[src/rtl/cooler_arbiter.sv]
// Shared cooling-plant arbiter: round-robin scan admits one zone per cycle
// against a speed budget, with per-zone compressor cooldown after release.
module cooler_arbiter #(
  parameter int unsigned MIN_OFF = 8
) (
  input  logic        clk,
  input  logic        reset,
  input  logic [3:0]  req,
  input  logic [15:0] crs_req,
  input  logic [5:0]  budget,
  output logic [3:0]  grant,
  output logic [15:0] crs,
  output logic [5:0]  load,
  output logic        err
);

  localparam int unsigned NZ = 4;
  localparam int unsigned SW = 4;
  localparam int unsigned LW = 6;
  localparam int unsigned FW = LW + 1;
  localparam int unsigned CW = 4;

  logic [1:0]    ptr;
  logic [CW-1:0] cd [NZ];

  logic [NZ-1:0] rel_c;
  logic [LW-1:0] rel_sum_c;
  logic [LW-1:0] kept_load_c;
  logic [SW-1:0] sel_spd_c;
  logic          sel_legal_c;
  logic          sel_cand_c;
  logic [FW-1:0] fit_sum_c;
  logic          admit_c;
  logic          illegal_c;

  // Releases first, then the fit test for the scanned zone uses the post-release load.
  always_comb begin
    rel_c     = grant & ~req;
    rel_sum_c = '0;
    for (int i = 0; i < NZ; i++) begin
      if (rel_c[i]) rel_sum_c = rel_sum_c + LW'(crs[i*SW +: SW]);
    end
    kept_load_c = load - rel_sum_c;
    sel_spd_c   = crs_req[{ptr, 2'b00} +: SW];
    sel_legal_c = (sel_spd_c == 4'd4) || (sel_spd_c == 4'd6) || (sel_spd_c == 4'd8);
    sel_cand_c  = req[ptr] && !grant[ptr];
    fit_sum_c   = FW'(kept_load_c) + FW'(sel_spd_c);
    admit_c     = sel_cand_c && (cd[ptr] == '0) && sel_legal_c && (fit_sum_c <= FW'(budget));
    illegal_c   = sel_cand_c && !sel_legal_c;
  end

  always_ff @(posedge clk or posedge reset) begin
    if (reset) begin
      ptr   <= '0;
      grant <= '0;
      crs   <= '0;
      load  <= '0;
      err   <= 1'b0;
      for (int i = 0; i < NZ; i++) cd[i] <= '0;
    end else begin
      ptr  <= ptr + 2'd1;
      err  <= illegal_c;
      load <= kept_load_c + (admit_c ? LW'(sel_spd_c) : LW'(0));
      for (int i = 0; i < NZ; i++) begin
        if (rel_c[i]) begin
          grant[i]          <= 1'b0;
          crs[i*SW +: SW]   <= '0;
          cd[i]             <= CW'(MIN_OFF);
        end else begin
          if (cd[i] != '0) cd[i] <= cd[i] - CW'(1);
          if (admit_c && (ptr == 2'(i))) begin
            grant[i]        <= 1'b1;
            crs[i*SW +: SW] <= sel_spd_c;
          end
        end
      end
    end
  end

endmodule

[config.mk]
export PLATFORM = sky130hd
export DESIGN_NAME = cooler_arbiter
export DESIGN_NICKNAME = d
export VERILOG_FILES = /design/src/rtl/cooler_arbiter.sv
export SDC_FILE = /design/constraint.sdc
export NUM_CORES = 1
export LEC_CHECK = 0
export ABC_CLOCK_PERIOD_IN_PS = 14100
export BUFFER_PORTS_ARGS = -buffer_cell sky130_fd_sc_hd__buf_2
export CAP_MARGIN = 20
export CORE_MARGIN = 4
export CORE_UTILIZATION = 55
export CTS_CLUSTER_SIZE = 14
export DETAILED_ROUTE_END_ITERATION = 12
export HOLD_SLACK_MARGIN = 0.08
export MAX_ROUTING_LAYER = met4
export PLACE_DENSITY = 0.78
export SLEW_MARGIN = 25
export SYNTH_ARGS = -nofsm -noshare
export SYNTH_HDL_FRONTEND = slang
export SYNTH_SLANG_ARGS = --single-unit
[constraint.sdc]
create_clock -name clk -period 14.1 [get_ports clk]
set_input_delay 3.525 -clock clk [delete_from_list [all_inputs] [get_ports clk]]
set_output_delay 3.525 -clock clk [all_outputs]
set_load 0.01 [all_outputs]
## After elaboration in Yosys (flattened, before gate mapping)

Cells that the tools add are included.

| cells by class | value |
|---|---|
| $lt $le $gt $ge | 3 |
| mux-type cells | 36 |
| bitwise gates (word level) | 3 |
| reduce and logical (&&, ||, !) cells | 27 |
| equality and inequality tests | 6 |
| shift-type cells | 1 |
| add/sub/neg operators | 11 |

Operators with widths:

| kind | number |
|---|---|
| two-way mux 4 bit | 20 |
| adder 6 x 4 -> 6 bit | 4 |
| two-way mux 6 bit | 3 |
| nonzero test 2 bit | 8 |
| nonzero test 4 bit | 4 |
| indexed part select 16 x 5 -> 4 bit | 1 |
| subtractor 4 x 1 -> 4 bit (second input constant) | 4 |
| two-way mux 1 bit | 10 |
| logical AND 1 bit | 9 |
| binary-select mux 4 bit (select 2 bit) | 1 |
| equality test 4 x 3 -> 1 bit (second input constant) | 2 |
| adder 6 x 4 -> 7 bit | 1 |
| less-or-equal comparator 7 x 6 -> 1 bit | 1 |
| subtractor 6 bit | 1 |
| AND 4 bit | 1 |
| binary-select mux 1 bit (select 2 bit) | 2 |
| equality test 2 bit (second input constant) | 2 |
| equality test 4 bit (second input constant) | 1 |
| zero test 4 bit | 1 |
| inverter 4 bit | 1 |
| >= comparator 3 bit (second input constant) | 1 |
| < comparator 2 x 3 -> 1 bit (second input constant) | 1 |
| inverter 2 -> 3 bit | 1 |
| adder 2 x 1 -> 2 bit (second input constant) | 1 |
| 4 further kinds | 6 |

| word-level totals | value |
|---|---|
| flip-flop bits (word level) | 45 |
| word-level logic and storage cells | 102 |

## Logic depth before layout (Yosys ltp)

| logic depth | value |
|---|---|
| depth after elaboration | 16 |
| depth in mapped cells | 41 |

## Worst setup path after synthesis

No wires, ideal clock.

| path | value |
|---|---|
| path kind | in2reg |
| from | input port req[0] |
| to | register load[4] |
| cell stages on the path | 36 |
| arrival | 10.179 ns |
| buffers on the path | 1 |
| path slack | 3.789 ns |
| path through | nor2b_1 -> nand2_1 -> inv_1 -> ha_1 -> inv_1 -> fa_1 -> o21ai_0 -> fa_1 -> mux2i_1 -> inv_1 -> ha_1 -> a211oi_1 -> nor2_1 -> o21ai_0 -> o21ai_0 -> ha_1 -> o21ai_0 -> nor2_1 -> a21oi_1 -> ha_1 -> o21ai_0 -> nand2b_1 -> and2_1 -> clkbuf_1 -> nor2_1 -> ha_1 -> a21o_1 -> a21oi_1 -> a21oi_1 -> a2111o_1 -> or2_1 -> fa_1 -> inv_1 -> a21o_1 -> a21oi_1 -> xnor2_1 |

| on the way | value |
|---|---|
| longest elaborated chain between the ends | 15 |
| elaborated cells on any way between the ends | 20 |

Ends and longest elaborated chain:

| item | line | text |
|---|---|---|
| start, declared | 8 | `input logic [3:0] req,` |
| inverter 4 bit | 38 | `rel_c = grant & ~req;` |
| AND 4 bit | 38 |  |
| two-way mux 4 bit | 41 | `if (rel_c[i]) rel_sum_c = rel_sum_c + LW'(crs[i*SW +: SW]);` |
| adder 6 x 4 -> 6 bit | 41 |  |
| two-way mux 6 bit | 41 |  |
| adder 6 x 4 -> 6 bit | 41 |  |
| two-way mux 6 bit | 41 |  |
| adder 6 x 4 -> 6 bit | 41 |  |
| two-way mux 6 bit | 41 |  |
| subtractor 6 bit | 43 | `kept_load_c = load - rel_sum_c;` |
| adder 6 x 4 -> 7 bit | 47 | `fit_sum_c = FW'(kept_load_c) + FW'(sel_spd_c);` |
| less-or-equal comparator 7 x 6 -> 1 bit | 48 | `admit_c = sel_cand_c && (cd[ptr] == '0) && sel_legal_c && (fit_sum_c <= FW'(budget));` |
| logical AND 1 bit | 48 |  |
| two-way mux 4 bit | 63 | `load <= kept_load_c + (admit_c ? LW'(sel_spd_c) : LW'(0));` |
| adder 6 x 4 -> 6 bit (*) | 63 |  |
| end signal, assigned | 63 |  |
| end, declared | 13 | `output logic [5:0] load,` |

Mark *: on every way between the ends. The rest lies on a longest branch, timed or not. The select of a mux whose other input is x is not followed.
A chain may end at the register's enable or synchronous reset.

## Worst setup path after layout

Ends and elaborated chain as after synthesis.

==> run summary <==
During synthesis, Yosys emitted a total of 0 warnings. The cell count after synthesis came out at 382. The total routed wirelength came out at 7820 um.

The area growth from synthesis to layout works out to 12.1%. The first TritonRoute pass finished after 4 iterations. The number of buffers and inverters on the critical path is 5.

In the final design database the tool counted 510 nets. The number of synthesized flops with an enable pin was 0. The endpoint identified for the worst register-to-register timing path is load[4].

Leaving out fill and tap cells, the most frequent cells in the layout are sky130_fd_sc_hd__buf_2, sky130_fd_sc_hd__inv_1, sky130_fd_sc_hd__dfrtp_1. The final design utilization is 65.3%, and the placer congestion estimate is 0.948. In this run the biggest area consumer among cell types represents 31.9% of the synthesized area.

The clock arrives with 0.00495 ns of skew. The min-delay analysis places its worst path in the category reg2reg. After clock tree synthesis, the clock-pin slew on the worst setup and hold paths is 0.09 ns. Hold-critical path depth: 2. The startpoint identified for the worst hold timing path is crs[12]. The tools report the post-detailed-route count of antenna-violating nets as 0. The critical path starts at req[0].

The cell family contributing the most delay on the critical path is adder cells. The most common cell after layout, fill and taps aside was sky130_fd_sc_hd__buf_2. Most used flip-flop cell after synthesis: sky130_fd_sc_hd__dfrtp_1. Count of hold buffers inserted by post-cts repair: 0. Setup total negative slack on the finished layout was measured at 0 ns. The highest fanout seen on the critical path is 7. Ranked by total cell area, the synthesized netlist is headed by sky130_fd_sc_hd__dfrtp_1, sky130_fd_sc_hd__ha_1, sky130_fd_sc_hd__inv_1. Part of the cycle the worst path needs: 76.4%. For the number of distinct library cell variants in the gate-level netlist after synthesis, the log shows 43. 0 antenna diodes ended up in the layout.

Summed over all nets, the half-perimeter wirelength after detailed placement is 6110 um. Buffers added to address setup during post-CTS repair amount to 0. After detailed placement, the total cell area comes to 0.00387 mm2.

The initial antenna violation count came out at 0. No sink is reached through more buffers than the 2 on the longest clock path. The filler cells instantiated in the layout total 500. The tools report the leakage power figure as 2.02 nW. Clock tree synthesis selected as its root buffer the cell sky130_fd_sc_hd__clkbuf_8. After detailed routing, the average wire length per cell comes to 15.2 um. The number of port buffers was 54; the worst ir drop on vdd was 117 uV.

TritonCTS built the clock tree. The effective utilization at floorplan is 58.3%. The number of nets in the synthesized netlist is 455.

The tools report the startpoint of the most critical register-to-register path as grant[0]. The count of standard-cell rows was 28; the number of levels in the clock H-tree was 2. The number of register bits inferred by synthesis was 45; the die boundary width was 88.1 um.

The power density over the cells is 167 mW/mm2. Measured in cells, the most critical reg-to-reg path has a length of 34. Counting I/O delays and the setup requirement, the final critical path takes 10.78 ns. For the final hold violation count, the log shows 0.

During I/O placement, the number of pins put on the boundary was 55. After the first detailed-routing iteration, the DRC count stood at 78. The flow ran to the end, and the final reports show no timing, DRC or antenna violations.

The first global-routing pass estimated 12800 um of wire. Global routing used 22.1% of the available tracks across all layers. The logs give 5 for the total CTS buffers and 0 for the number of max-slew violations in the final report.

For this run, asynchronously set or reset flops after synthesis account for 100%. Longest individual stage delay on the worst path: 0.50 ns. The share of post-route cells with drive strength above 1 is 18.3%. Once layout is done, the placed cells without fillers occupy 0.00396 mm2.

The clock reaches the later pin of the worst-skew pair after 0.31 ns. Setup repair after global routing left no endpoint under its margin. Among all stages on the critical path, the largest delay is contributed by sky130_fd_sc_hd__fa_1. The height of the die works out to 88.1 um. Using the TritonRoute via totals, the vias-per-cell ratio works out to 5.56. The floorplan step defined a die boundary enclosing 0.00777 mm2. The synthesized netlist occupies a cell area of 0.00353 mm2. STA classifies the critical path startpoint as an input pin. The post-synthesis sequential area ratio was 31.9%; the tightest slew margin relative to the limit was 60.9%.

The average instance in the mapped netlist occupies 9.24 um2. For this run the aggregate overflow at the end of global routing stands at 0. After clock tree synthesis, the repair step resized 0 gates. For the worst setup path, the data required time is 14.29 ns. The synthesized design spends more area on one cell type than any other, namely sky130_fd_sc_hd__dfrtp_1. In the routed design, unresolved DRC markers number 0.

The tool flagged a number of max-cap violations equal to 0. The floorplan step defined a core boundary enclosing 0.00606 mm2. The worst hold path terminates at crs[12]. The total vias in the final route is 2853, and the transition time of the tightest slew-check pin is 0.587 ns. The tools report the arrival time at the worst endpoint as 10.97 ns.

STA classifies the critical path endpoint as a flop. Setup violations remaining at the end of the flow were counted as 0. The CTS sink count was 45; the upper clock frequency limit was 0.0928 GHz. The tools report the number of global-route vias before repair as 2774.

Critical path class: in2reg. For flop-to-flop paths, the worst setup slack is 6.20 ns. The maximum number of pins on one net before global-route repair came out at 46. The number of standard cells in the layout, taps in and fillers out was 513; the number of cells in the design after placement was 505.
-- power breakdown --
| group | total, mW | switching (mW) | internal [mW] |
|---|---|---|---|
| clock | 0.0852 | 0.0499 | 0.0353 |
| sequential | 0.212 | 0.0378 | 0.175 |
| combinational | 0.365 | 0.200 | 0.165 |
| total | 0.663 | 0.287 | 0.375 |
-- how the worst max path moves through the flow --
stage / to / cells after the start
after floorplan: load[4] / 36
after global placement: load[4] / 36
after detailed placement: load[4] / 35
after CTS: load[4] / 35
after global routing: load[5] / 36
final: load[4] / 35
-- registers in the layout (all words and copies together) (netlist names) --
name	flops
cd	16
crs	16
err	1
grant	4
load	6
ptr	2
-- cell families after synthesis --
family | Yosys count | synth area share [%]
compound gates | 69 | 14.2
xor+xnor | 20 | 5.39
fa+ha+maj | 45 | 17.2
buf+inv | 54 | 5.99
flops | 45 | 31.9
mux | 24 | 8.43
other cells | 1 | 0.106
simple gates | 124 | 16.7
-- cells in the mapped netlist (3+ instances only) --
| cell | count |
|---|---|
| sky130_fd_sc_hd__a211oi_1 | 9 |
| sky130_fd_sc_hd__a211oi_4 | 4 |
| sky130_fd_sc_hd__a21o_1 | 8 |
| sky130_fd_sc_hd__a21oi_1 | 17 |
| sky130_fd_sc_hd__and2_1 | 3 |
| sky130_fd_sc_hd__clkbuf_1 | 5 |
| sky130_fd_sc_hd__dfrtp_1 | 45 |
| sky130_fd_sc_hd__fa_1 | 6 |
| sky130_fd_sc_hd__ha_1 | 39 |
| sky130_fd_sc_hd__inv_1 | 47 |
| sky130_fd_sc_hd__mux2_1 | 3 |
| sky130_fd_sc_hd__mux2_2 | 3 |
| sky130_fd_sc_hd__mux2i_1 | 14 |
| sky130_fd_sc_hd__mux4_2 | 4 |
| sky130_fd_sc_hd__nand2_1 | 43 |
| sky130_fd_sc_hd__nand2b_1 | 8 |
| sky130_fd_sc_hd__nand3_1 | 3 |
| sky130_fd_sc_hd__nand3b_1 | 4 |
| sky130_fd_sc_hd__nor2_1 | 33 |
| sky130_fd_sc_hd__nor2b_1 | 11 |
| sky130_fd_sc_hd__nor3_1 | 10 |
| sky130_fd_sc_hd__o21a_1 | 3 |
| sky130_fd_sc_hd__o21ai_0 | 16 |
| sky130_fd_sc_hd__o21bai_1 | 3 |
| sky130_fd_sc_hd__or3_1 | 3 |
| sky130_fd_sc_hd__xnor2_1 | 17 |
-- per-stage QoR --
step	power [mW]	hold WS, ns	setup slack, ns
floorplan	0.489	0.506	3.79
global placement	0.561	0.511	3.36
detailed placement	0.579	0.515	2.99
CTS	0.666	0.529	3.31
global route	0.721	0.561	2.67
finish	0.663	0.524	3.32
-- layer usage --
layer  track usage [%]  routed length, um  vias up
met1              27.8               3490     1366
met5                 -                  0        -
met3              2.92                367       12
met4              7.42                151        0
met2              36.8               3810       70
li1                  -                  -     1405
-- layout make-up --
cell class	count	area, um2	area share (%)
Multi-Input combinational cell	283	2190	55.4
Clock inverter	3	22.5	0.569
Inverter	47	176	4.46
Tap cell	75	93.8	2.37
Clock buffer	5	68.8	1.74
Timing Repair Buffer	55	278	7.02
Sequential cell	45	1130	28.4
-- worst register-to-register path: cells and delay by family, from the launching register on --
family | cells | cell delay [ns]
flip-flops | 1 | 0.40
adder cells (fa/ha/maj) | 8 | 2.81
multiplexers | 1 | 0.35
AND/OR/NAND/NOR | 10 | 1.90
XOR/XNOR | 1 | 0.12
AO/OA/AOI/OAI | 10 | 1.92
buffers and inverters | 4 | 0.27
No activity file was read; power rests on OpenSTA's default activity.
